--- src/rtl/rtc_access_scheduler_pkg.sv ---
`default_nettype none
// ============================================================================
//  Module      : rtc_access_scheduler_pkg
//  Description : Shared definitions for the RTC access scheduler: FSM state
//                encoding, RTC time-register base address and the default
//                timing parameters.
//  Revision    : 1.0 - initial release
// ============================================================================
package rtc_access_scheduler_pkg;

  // FSM state encoding
  localparam logic [1:0] ST_IDLE      = 2'd0;
  localparam logic [1:0] ST_ISSUE     = 2'd1;
  localparam logic [1:0] ST_WAIT_DONE = 2'd2;
  localparam logic [1:0] ST_GAP       = 2'd3;

  // First time register; refresh reads RTC_BASE_ADDR .. RTC_BASE_ADDR+N_READ-1
  localparam logic [7:0] RTC_BASE_ADDR = 8'h21;

  // Parameter defaults
  localparam int GAP_CYCLES_DEF = 4;
  localparam int TIMEOUT_DEF    = 31;
  localparam int N_READ_DEF     = 6;

endpackage : rtc_access_scheduler_pkg
`default_nettype wire

--- src/rtl/rtc_access_scheduler.sv ---
`default_nettype none
// ============================================================================
//  Module      : rtc_access_scheduler
//  Description : Sequences register accesses to an external RTC signal
//                generator. A refresh reads N_READ time registers into
//                time_regs; a write sends one byte to one register. Writes
//                take priority over refreshes. Each transaction is a one-cycle
//                gen_en, a wait for gen_done (bounded by TIMEOUT) and an idle
//                gap of GAP_CYCLES.
//  Ports       : clk, reset_count (async, active-high)
//                req_refresh, req_write, wr_addr, wr_data   - requests
//                gen_done, gen_dir_data, bus_in              - from generator
//                gen_en, gen_wr, bus_out, bus_oe             - to generator/bus
//                time_regs, busy, done, err_timeout, wr_overrun - status
//  Revision    : 1.0 - initial release
// ============================================================================
module rtc_access_scheduler
  import rtc_access_scheduler_pkg::*;
#(
  parameter int GAP_CYCLES = GAP_CYCLES_DEF,
  parameter int TIMEOUT    = TIMEOUT_DEF,
  parameter int N_READ     = N_READ_DEF
) (
  input  logic              clk,
  input  logic              reset_count,
  input  logic              req_refresh,
  input  logic              req_write,
  input  logic [7:0]        wr_addr,
  input  logic [7:0]        wr_data,
  input  logic              gen_done,
  input  logic              gen_dir_data,
  input  logic [7:0]        bus_in,
  output logic              gen_en,
  output logic              gen_wr,
  output logic [7:0]        bus_out,
  output logic              bus_oe,
  output logic [8*N_READ-1:0] time_regs,
  output logic              busy,
  output logic              done,
  output logic              err_timeout,
  output logic              wr_overrun
);

  localparam int KW      = (N_READ > 1) ? $clog2(N_READ) : 1;
  localparam int CNT_MAX = (TIMEOUT > GAP_CYCLES) ? TIMEOUT : GAP_CYCLES;
  localparam int CW      = $clog2(CNT_MAX + 1);

  logic [1:0]          state_q,    state_d;
  logic                pend_wr_q,  pend_wr_d;
  logic                pend_rf_q,  pend_rf_d;
  logic [7:0]          wr_addr_q,  wr_addr_d;
  logic [7:0]          wr_data_q,  wr_data_d;
  logic [7:0]          cur_addr_q, cur_addr_d;   // write copy frozen for the active sequence
  logic [7:0]          cur_data_q, cur_data_d;
  logic                is_wr_q,    is_wr_d;
  logic [KW-1:0]       k_q,        k_d;
  logic [CW-1:0]       cnt_q,      cnt_d;
  logic [8*N_READ-1:0] time_regs_q, time_regs_d;
  logic                err_q,      err_d;

  logic clr_wr, clr_rf, last_txn, seq_done, in_xfer, accept_wr;
  logic [7:0] cur_txn_addr;

  assign last_txn     = is_wr_q || (k_q == KW'(N_READ - 1));
  assign in_xfer      = (state_q == ST_ISSUE) || (state_q == ST_WAIT_DONE);
  assign cur_txn_addr = is_wr_q ? cur_addr_q : (RTC_BASE_ADDR + 8'(k_q));

  always_comb begin
    state_d     = state_q;
    is_wr_d     = is_wr_q;
    k_d         = k_q;
    cnt_d       = cnt_q;
    cur_addr_d  = cur_addr_q;
    cur_data_d  = cur_data_q;
    time_regs_d = time_regs_q;
    clr_wr      = 1'b0;
    clr_rf      = 1'b0;
    seq_done    = 1'b0;
    err_d       = err_q;

    case (state_q)
      ST_IDLE: begin
        k_d = '0;
        if (pend_wr_q) begin
          state_d    = ST_ISSUE;
          is_wr_d    = 1'b1;
          cur_addr_d = wr_addr_q;
          cur_data_d = wr_data_q;
          clr_wr     = 1'b1;
        end else if (pend_rf_q) begin
          state_d = ST_ISSUE;
          is_wr_d = 1'b0;
          clr_rf  = 1'b1;
        end
      end
      ST_ISSUE: begin
        state_d = ST_WAIT_DONE;
        cnt_d   = '0;
      end
      ST_WAIT_DONE: begin
        if (gen_done) begin
          if (!is_wr_q) time_regs_d[8*int'(k_q) +: 8] = bus_in;
          state_d = ST_GAP;
          cnt_d   = '0;
        end else if (cnt_q == CW'(TIMEOUT - 1)) begin
          // Abort: the sequence and any re-queued request of its kind are dropped
          err_d   = 1'b1;
          state_d = ST_IDLE;
          clr_wr  = is_wr_q;
          clr_rf  = !is_wr_q;
        end else begin
          cnt_d = cnt_q + CW'(1);
        end
      end
      default: begin // ST_GAP
        if (cnt_q == CW'(GAP_CYCLES - 1)) begin
          if (last_txn) begin
            state_d  = ST_IDLE;
            seq_done = 1'b1;
          end else begin
            state_d = ST_ISSUE;
            k_d     = k_q + KW'(1);
          end
        end else begin
          cnt_d = cnt_q + CW'(1);
        end
      end
    endcase

    // A flag clearing this cycle can be re-set by a request in the same cycle
    wr_overrun = req_write && pend_wr_q && !clr_wr;
    accept_wr  = req_write && !wr_overrun;

    pend_wr_d = (pend_wr_q && !clr_wr) || accept_wr;
    pend_rf_d = (pend_rf_q && !clr_rf) || req_refresh;
    wr_addr_d = accept_wr ? wr_addr : wr_addr_q;
    wr_data_d = accept_wr ? wr_data : wr_data_q;

    if (!(state_q == ST_WAIT_DONE && state_d == ST_IDLE) && (accept_wr || req_refresh))
      err_d = 1'b0;
  end

  always_ff @(posedge clk or posedge reset_count) begin
    if (reset_count) begin
      state_q     <= ST_IDLE;
      pend_wr_q   <= 1'b0;
      pend_rf_q   <= 1'b0;
      wr_addr_q   <= '0;
      wr_data_q   <= '0;
      cur_addr_q  <= '0;
      cur_data_q  <= '0;
      is_wr_q     <= 1'b0;
      k_q         <= '0;
      cnt_q       <= '0;
      time_regs_q <= '0;
      err_q       <= 1'b0;
    end else begin
      state_q     <= state_d;
      pend_wr_q   <= pend_wr_d;
      pend_rf_q   <= pend_rf_d;
      wr_addr_q   <= wr_addr_d;
      wr_data_q   <= wr_data_d;
      cur_addr_q  <= cur_addr_d;
      cur_data_q  <= cur_data_d;
      is_wr_q     <= is_wr_d;
      k_q         <= k_d;
      cnt_q       <= cnt_d;
      time_regs_q <= time_regs_d;
      err_q       <= err_d;
    end
  end

  // Outputs decode from state, so they all sit at zero while reset holds IDLE
  always_comb begin
    gen_en  = (state_q == ST_ISSUE);
    gen_wr  = in_xfer && is_wr_q;
    bus_oe  = in_xfer && !(gen_dir_data && !is_wr_q);
    bus_out = 8'h00;
    if (in_xfer) begin
      if (!gen_dir_data)  bus_out = cur_txn_addr;
      else if (is_wr_q)   bus_out = cur_data_q;
    end
  end

  assign time_regs   = time_regs_q;
  assign busy        = (state_q != ST_IDLE);
  assign done        = seq_done;
  assign err_timeout = err_q;

endmodule : rtc_access_scheduler
`default_nettype wire
--- config.mk ---
export PLATFORM = sky130hd
export DESIGN_NAME = rtc_access_scheduler
export DESIGN_NICKNAME = d
export VERILOG_FILES = /design/src/rtl/rtc_access_scheduler_pkg.sv /design/src/rtl/rtc_access_scheduler.sv
export SDC_FILE = /design/constraint.sdc
export NUM_CORES = 1
export LEC_CHECK = 0
export CORE_AREA = 2 2 85 103
export CTS_CLUSTER_SIZE = 16
export DETAILED_ROUTE_END_ITERATION = 12
export DIE_AREA = 0 0 87 105
export PLACE_DENSITY = 0.84
export SLEW_MARGIN = 5
export SYNTH_ARGS = -nofsm -noshare
export SYNTH_HDL_FRONTEND = slang
export SYNTH_SLANG_ARGS = --single-unit
export TNS_END_PERCENT = 10
--- constraint.sdc ---
create_clock -name clk -period 9.4 [get_ports clk]
set_input_delay 2.35 -clock clk [delete_from_list [all_inputs] [get_ports clk]]
set_output_delay 2.35 -clock clk [all_outputs]
set_load 0.05 [all_outputs]
* Yosys cells after proc, flatten, opt, wreduce, memory -nomap -nowiden
Cells that the tools add are included.
** Storage, ports and cells
- Register bits after elaboration :: 94
- Bits in latches :: 0
- Bits in writable memories :: 0
- Bits in read-only memories :: 0
- Input bits :: 30
- Output and inout bits :: 63
- Word-level logic and storage cells :: 103
- Memories :: 0
** Operators by class
- Add/subtract/negate cells :: 4
- Multipliers :: 0
- Divide/modulo/power cells :: 0
- Magnitude comparators :: 0
- Equal/unequal tests :: 9
- Shift operators :: 2
- Multiplexer cells :: 37
- Bitwise gates (word level) :: 3
- Reductions and logical operators :: 36
** Operators with widths (count)
- $bwmux 48 :: 1
- $shift 8x33->48 const A :: 1
- $shiftx 8x33->48 :: 1
- $neg 6->33 :: 1
- $mux 8 :: 4
- $mux 1 :: 17
- $mux 5 :: 3
- $pmux 5 s3 :: 1
- $reduce_and 3->1 :: 4
- $logic_and 1x1->1 :: 10
- $mux 2 :: 5
- $reduce_bool 2->1 :: 5
- $add 6x3->7 const A :: 1
- $logic_not 1->1 :: 6
- $mux 3 :: 2
- $ne 3x3->1 const B :: 2
- $pmux 2 s3 :: 1
- $pmux 3 s2 :: 1
- $add 5x1->5 const B :: 1
- $eq 5x2->1 const B :: 1
- $eq 5x5->1 const B :: 1
- $logic_or 1x1->1 :: 5
- $logic_not 2->1 :: 2
- $ne 2x1->1 const B :: 2
- other kinds (9) :: 13

* Longest topological paths before layout
- Word-level depth :: 12
- Depth in mapped cells :: 10
- Gate-level depth less buffers :: 7

* Worst setup path after synthesis
OpenSTA, ideal clock, no wires.
- Kind :: input port to output port
- Start point :: input port gen_dir_data
- End point :: output port bus_out[5]
- Data arrival time :: 4.182 ns
- Required time :: 7.050 ns
- Setup slack :: 2.868 ns
- Stages :: 4
- Path buffers :: 2
- Cells stage by stage :: clkbuf_1 > clkbuf_1 > nand3_1 > a21boi_0
** On the way
- Word-level cells in the longest chain between the ends :: 2
** RTL lines
- start: declaration :: line rtc_access_scheduler.sv:31 : input logic gen_dir_data,
- $mux 8 :: line rtc_access_scheduler.sv:180 : if (!gen_dir_data) bus_out = cur_txn_addr;
- $mux 8 :: line rtc_access_scheduler.sv:179 : if (in_xfer) begin
- end: declaration :: line rtc_access_scheduler.sv:35 : output logic [7:0] bus_out,
No other way between the ends.

* Final worst setup path
- Start point :: input port gen_done
- End point :: output port wr_overrun
** On the way
- Word-level cells in the longest chain between the ends :: 4
** RTL lines
- start: declaration :: line rtc_access_scheduler.sv:30 : input logic gen_done,
- $mux 1 :: line rtc_access_scheduler.sv:101 : if (gen_done) begin
- $pmux 1 s2 :: line rtc_access_scheduler.sv:81 : case (state_q)
- $logic_not 1->1 :: line rtc_access_scheduler.sv:131 : wr_overrun = req_write && pend_wr_q && !clr_wr;
- $logic_and 1x1->1 :: line rtc_access_scheduler.sv:131
- end: declaration :: line rtc_access_scheduler.sv:41 : output logic wr_overrun
No other way between the ends.

==> results.py <==
metrics = {
    "layout": {
        "layout-drive-gt1-share_pct": 18.56,
        "area_growth_pct": 25.58,
        "fin_cells": 553,
        "finish.utilization_pct": 67.88,
        "n_antenna_cell": 0,
        "nets": 495,
        "fillers": 583,
    },
    "timing": {
        "final-setup-viol-count": 0,
        "final_max_slew_viol_count": 0,
        "hold_slack_ns": 0.4777,
        "worst_pin_slew_ns": 1.165,
        "finalCriticalPeriod_ns": 6.808,
        "rsz0062_at_grt": "false",
        "max_freq_mhz": 146.9,
        "slew_headroom_pct": 22.34,
        "period_share_pct": 72.42,
        "fin_skew_ns": 0.01252,
        "hold_viol_final": 0,
        "finalSetupTns_ns": 0,
    },
    "yosys": {
        "synth.area.top_cells": "dfrtp_1, mux2_2, nand2_1",
        "ys_types": 51,
        "synth_top_area_cell": "dfrtp_1",
        "synth_top_area_share_pct": 53.98,
        "yosysSeqAreaShare_pct": 53.98,
        "synth_top_family_by_area": "multiplexers",
        "syn_inst": 368,
        "synthArstFlopShare_pct": 100.0,
        "synth_fp_nets": 409,
        "synth_compound_area_share_pct": 7.350,
        "synth.cell_area_mm2": 0.004358,
        "post-synth-top-count-cell": "dfrtp_1",
        "synth-simple-area-share_pct": 13.09,
        "avgSynthCellArea_um2": 11.84,
        "synth_fa_ha_area_share_pct": 3.158,
        "ys_ff_latch": 94,
        "synth_edf_count": 0,
        "synthXorXnorAreaFrac_pct": 0.4020,
        "synthMuxAreaShare_pct": 18.63,
        "ys_top_cells_by_count": "dfrtp_1, mux2_2, nand2_1",
        "ys.flop_type": "dfrtp_1",
        "yosysWarnings": 0,
    },
    "worst_hold_path": {
        "hold_depth": 2,
        "min_from": "time_regs[18]",
        "min_to": "time_regs[18]",
        "hold_path_class": "reg -> reg",
    },
    "critical_path": {
        "timing_worst_setup_path_type": "in -> out",
        "reg2reg_from": "state_q[0]",
        "start_kind": "input port",
        "cp-end-kind": "output port",
        "rr_worst_depth": 6,
        "crit_required_ns": 7.05,
        "critPathMaxFanout": 9,
        "worstPathArrival_ns": 4.46,
        "reg2reg_slack_ns": 6.43,
        "r2r_end": "wr_addr_q[4]",
    },
    "clocking": {
        "cts.path.max_buffers": 2,
        "ctsRootBufferMaster": "clkbuf_8",
        "htree_levels": 3,
        "post_cts_resized": 0,
        "cts_tree": "done",
        "numCtsBuffers": 9,
        "ctsHoldBuffers": 0,
        "insertion_delay_ns": 0.36,
        "cts_post_setup_buffers_inserted": 0,
        "clock_sinks": 94,
        "clk_pin_slew_ns": 0.08,
    },
    "die": {
        "initial_core_util_pct": 54.05,
        "io_pins": 93,
        "die_area_mm2": 0.009135,
        "fp-row-count": 36,
        "fp.dieH_um": 105,
        "core_mm2": 0.008063,
        "fp.dieW_um": 87,
    },
    "route": {
        "drc": 0,
        "drt-initial-drc-count": 117,
        "postRouteAntennaNets": 0,
        "wl_um": 9325,
        "viasPerCell": 5.609,
        "wire_per_inst_um": 16.86,
        "num_vias": 3102,
        "drt_pass1_iterations": 6,
    },
    "pwr": {
        "clockPowerShare_pct": 12.5,
        "swShare_pct": 44.42,
        "power_mw": 1.871,
        "power.switching_uw": 830.9,
        "pwr_density_cell_mw_per_mm2": 341.8,
        "leakagePower_nw": 2.470,
        "p_int_mw": 1.040,
        "pwr-share-seq_pct": 34.8,
        "combPwrFrac_pct": 52.7,
        "irDropWorstVdd_uv": 252.0,
    },
    "grt": {
        "grt_overflow": 0,
        "grt_start_max_net_pins": 95,
        "grt_pass1_vias": 3168,
        "grt_antenna_before_repair": 0,
        "grt_pass1_wl_um": 15590,
        "grt.total_usage_pct": 21.80,
    },
    "placement": {
        "dp_hpwl_um": 6745,
        "io_buffers": 92,
        "placedCellCount": 538,
        "gp_congestion": 0.8055,
    },
    "outcome": {
        "status": "complete, no violations",
    },
    "job": {
        "drv_cap": 0,
    },
}
## metrics by stage
stage | cell area [um^2] | worst slack [ns]
global route | 5473 | 2.467
detailed placement | 5308 | 2.602
global placement | 5308 | 2.633
floorplan | 4358 | 2.868
CTS | 5473 | 2.591
finish | 5473 | 2.592
## worst max path at each step
stage	start	endpoint	slack, ns	depth (start not counted)
after floorplan	gen_dir_data	bus_out[5]	2.87	4
after global placement	gen_done	wr_overrun	2.63	5
after detailed placement	gen_dir_data	bus_out[3]	2.60	5
after CTS	gen_dir_data	bus_out[2]	2.59	5
after global routing	gen_dir_data	bus_out[0]	2.47	5
final	gen_done	wr_overrun	2.59	5
## power groups by stage
stage	clock network, mW	logic, mW	registers (mW)
after global routing	0.255	1.06	0.672
after CTS	0.239	0.995	0.652
final	0.233	0.986	0.652
after global placement	0	0.972	0.653
after detailed placement	0	0.993	0.659
after floorplan	0	0.577	0.792
## placed cells by master (no fill, tap or decap), types with 2 or more instances in the layout
| cell type | instances |
|---|---|
| dfrtp_1 | 94 |
| mux2_2 | 53 |
| clkinv_2 | 2 |
| inv_1 | 12 |
| clkinvlp_4 | 2 |
| mux2_4 | 9 |
| a21oi_1 | 2 |
| clkbuf_8 | 9 |
| o21a_1 | 4 |
| a21boi_0 | 5 |
| mux2i_1 | 8 |
| o21ai_0 | 20 |
| or3_1 | 3 |
| nand3_1 | 16 |
| and3_1 | 7 |
| clkdlybuf4s50_1 | 92 |
| xnor2_1 | 2 |
| nor2b_1 | 2 |
| nor2_1 | 13 |
| clkinv_4 | 2 |
| nor4b_1 | 2 |
| ha_1 | 11 |
| o21bai_1 | 3 |
| a21o_1 | 2 |
| nor3_1 | 6 |
| o31ai_1 | 2 |
| and2_1 | 7 |
| nand2_1 | 43 |
## cell type report
type                       count  area, um^2  area share [%]
tap                           95       118.9           2.172
clock buffer                  10       127.6           2.332
multi-input combinational    243        1858           33.95
sequential                    94        2352           42.98
clock inverter                 5       37.54          0.6859
timing repair buffer          93       928.4           16.96
inverter                      13       50.05          0.9145
## state kept, by name, indices dropped and copies added (netlist names)
| signal | count |
|---|---|
| cnt_q | 5 |
| cur_addr_q | 8 |
| cur_data_q | 8 |
| err_timeout | 1 |
| is_wr_q | 1 |
| k_q | 3 |
| pend_rf_q | 1 |
| pend_wr_q | 1 |
| state_q | 2 |
| time_regs | 48 |
| wr_addr_q | 8 |
| wr_data_q | 8 |
## layer usage
metal	share of wire (%)	track usage, %	up-vias
li1	-	-	1453
met1	43	28.58	1533
met2	50	35.28	102
met3	5.4	5.134	14
met4	1.7	7.366	0
met5	0	0	-
## worst max-delay path, stage by stage
cell and delay, ns:
clkdlybuf4s50_1 0.48, nand2b_1 0.32, o311a_1 0.44, and2_1 0.17, clkdlybuf4s50_1 0.69
## cell families after synthesis
group	after synthesis
AND/OR/NAND/NOR	111
flip-flops	94
multiplexers	70
AO/OA/AOI/OAI	49
buffers and inverters	31
adder cells (fa/ha/maj)	11
XOR/XNOR	2
No activity file was read; power rests on OpenSTA's default activity.
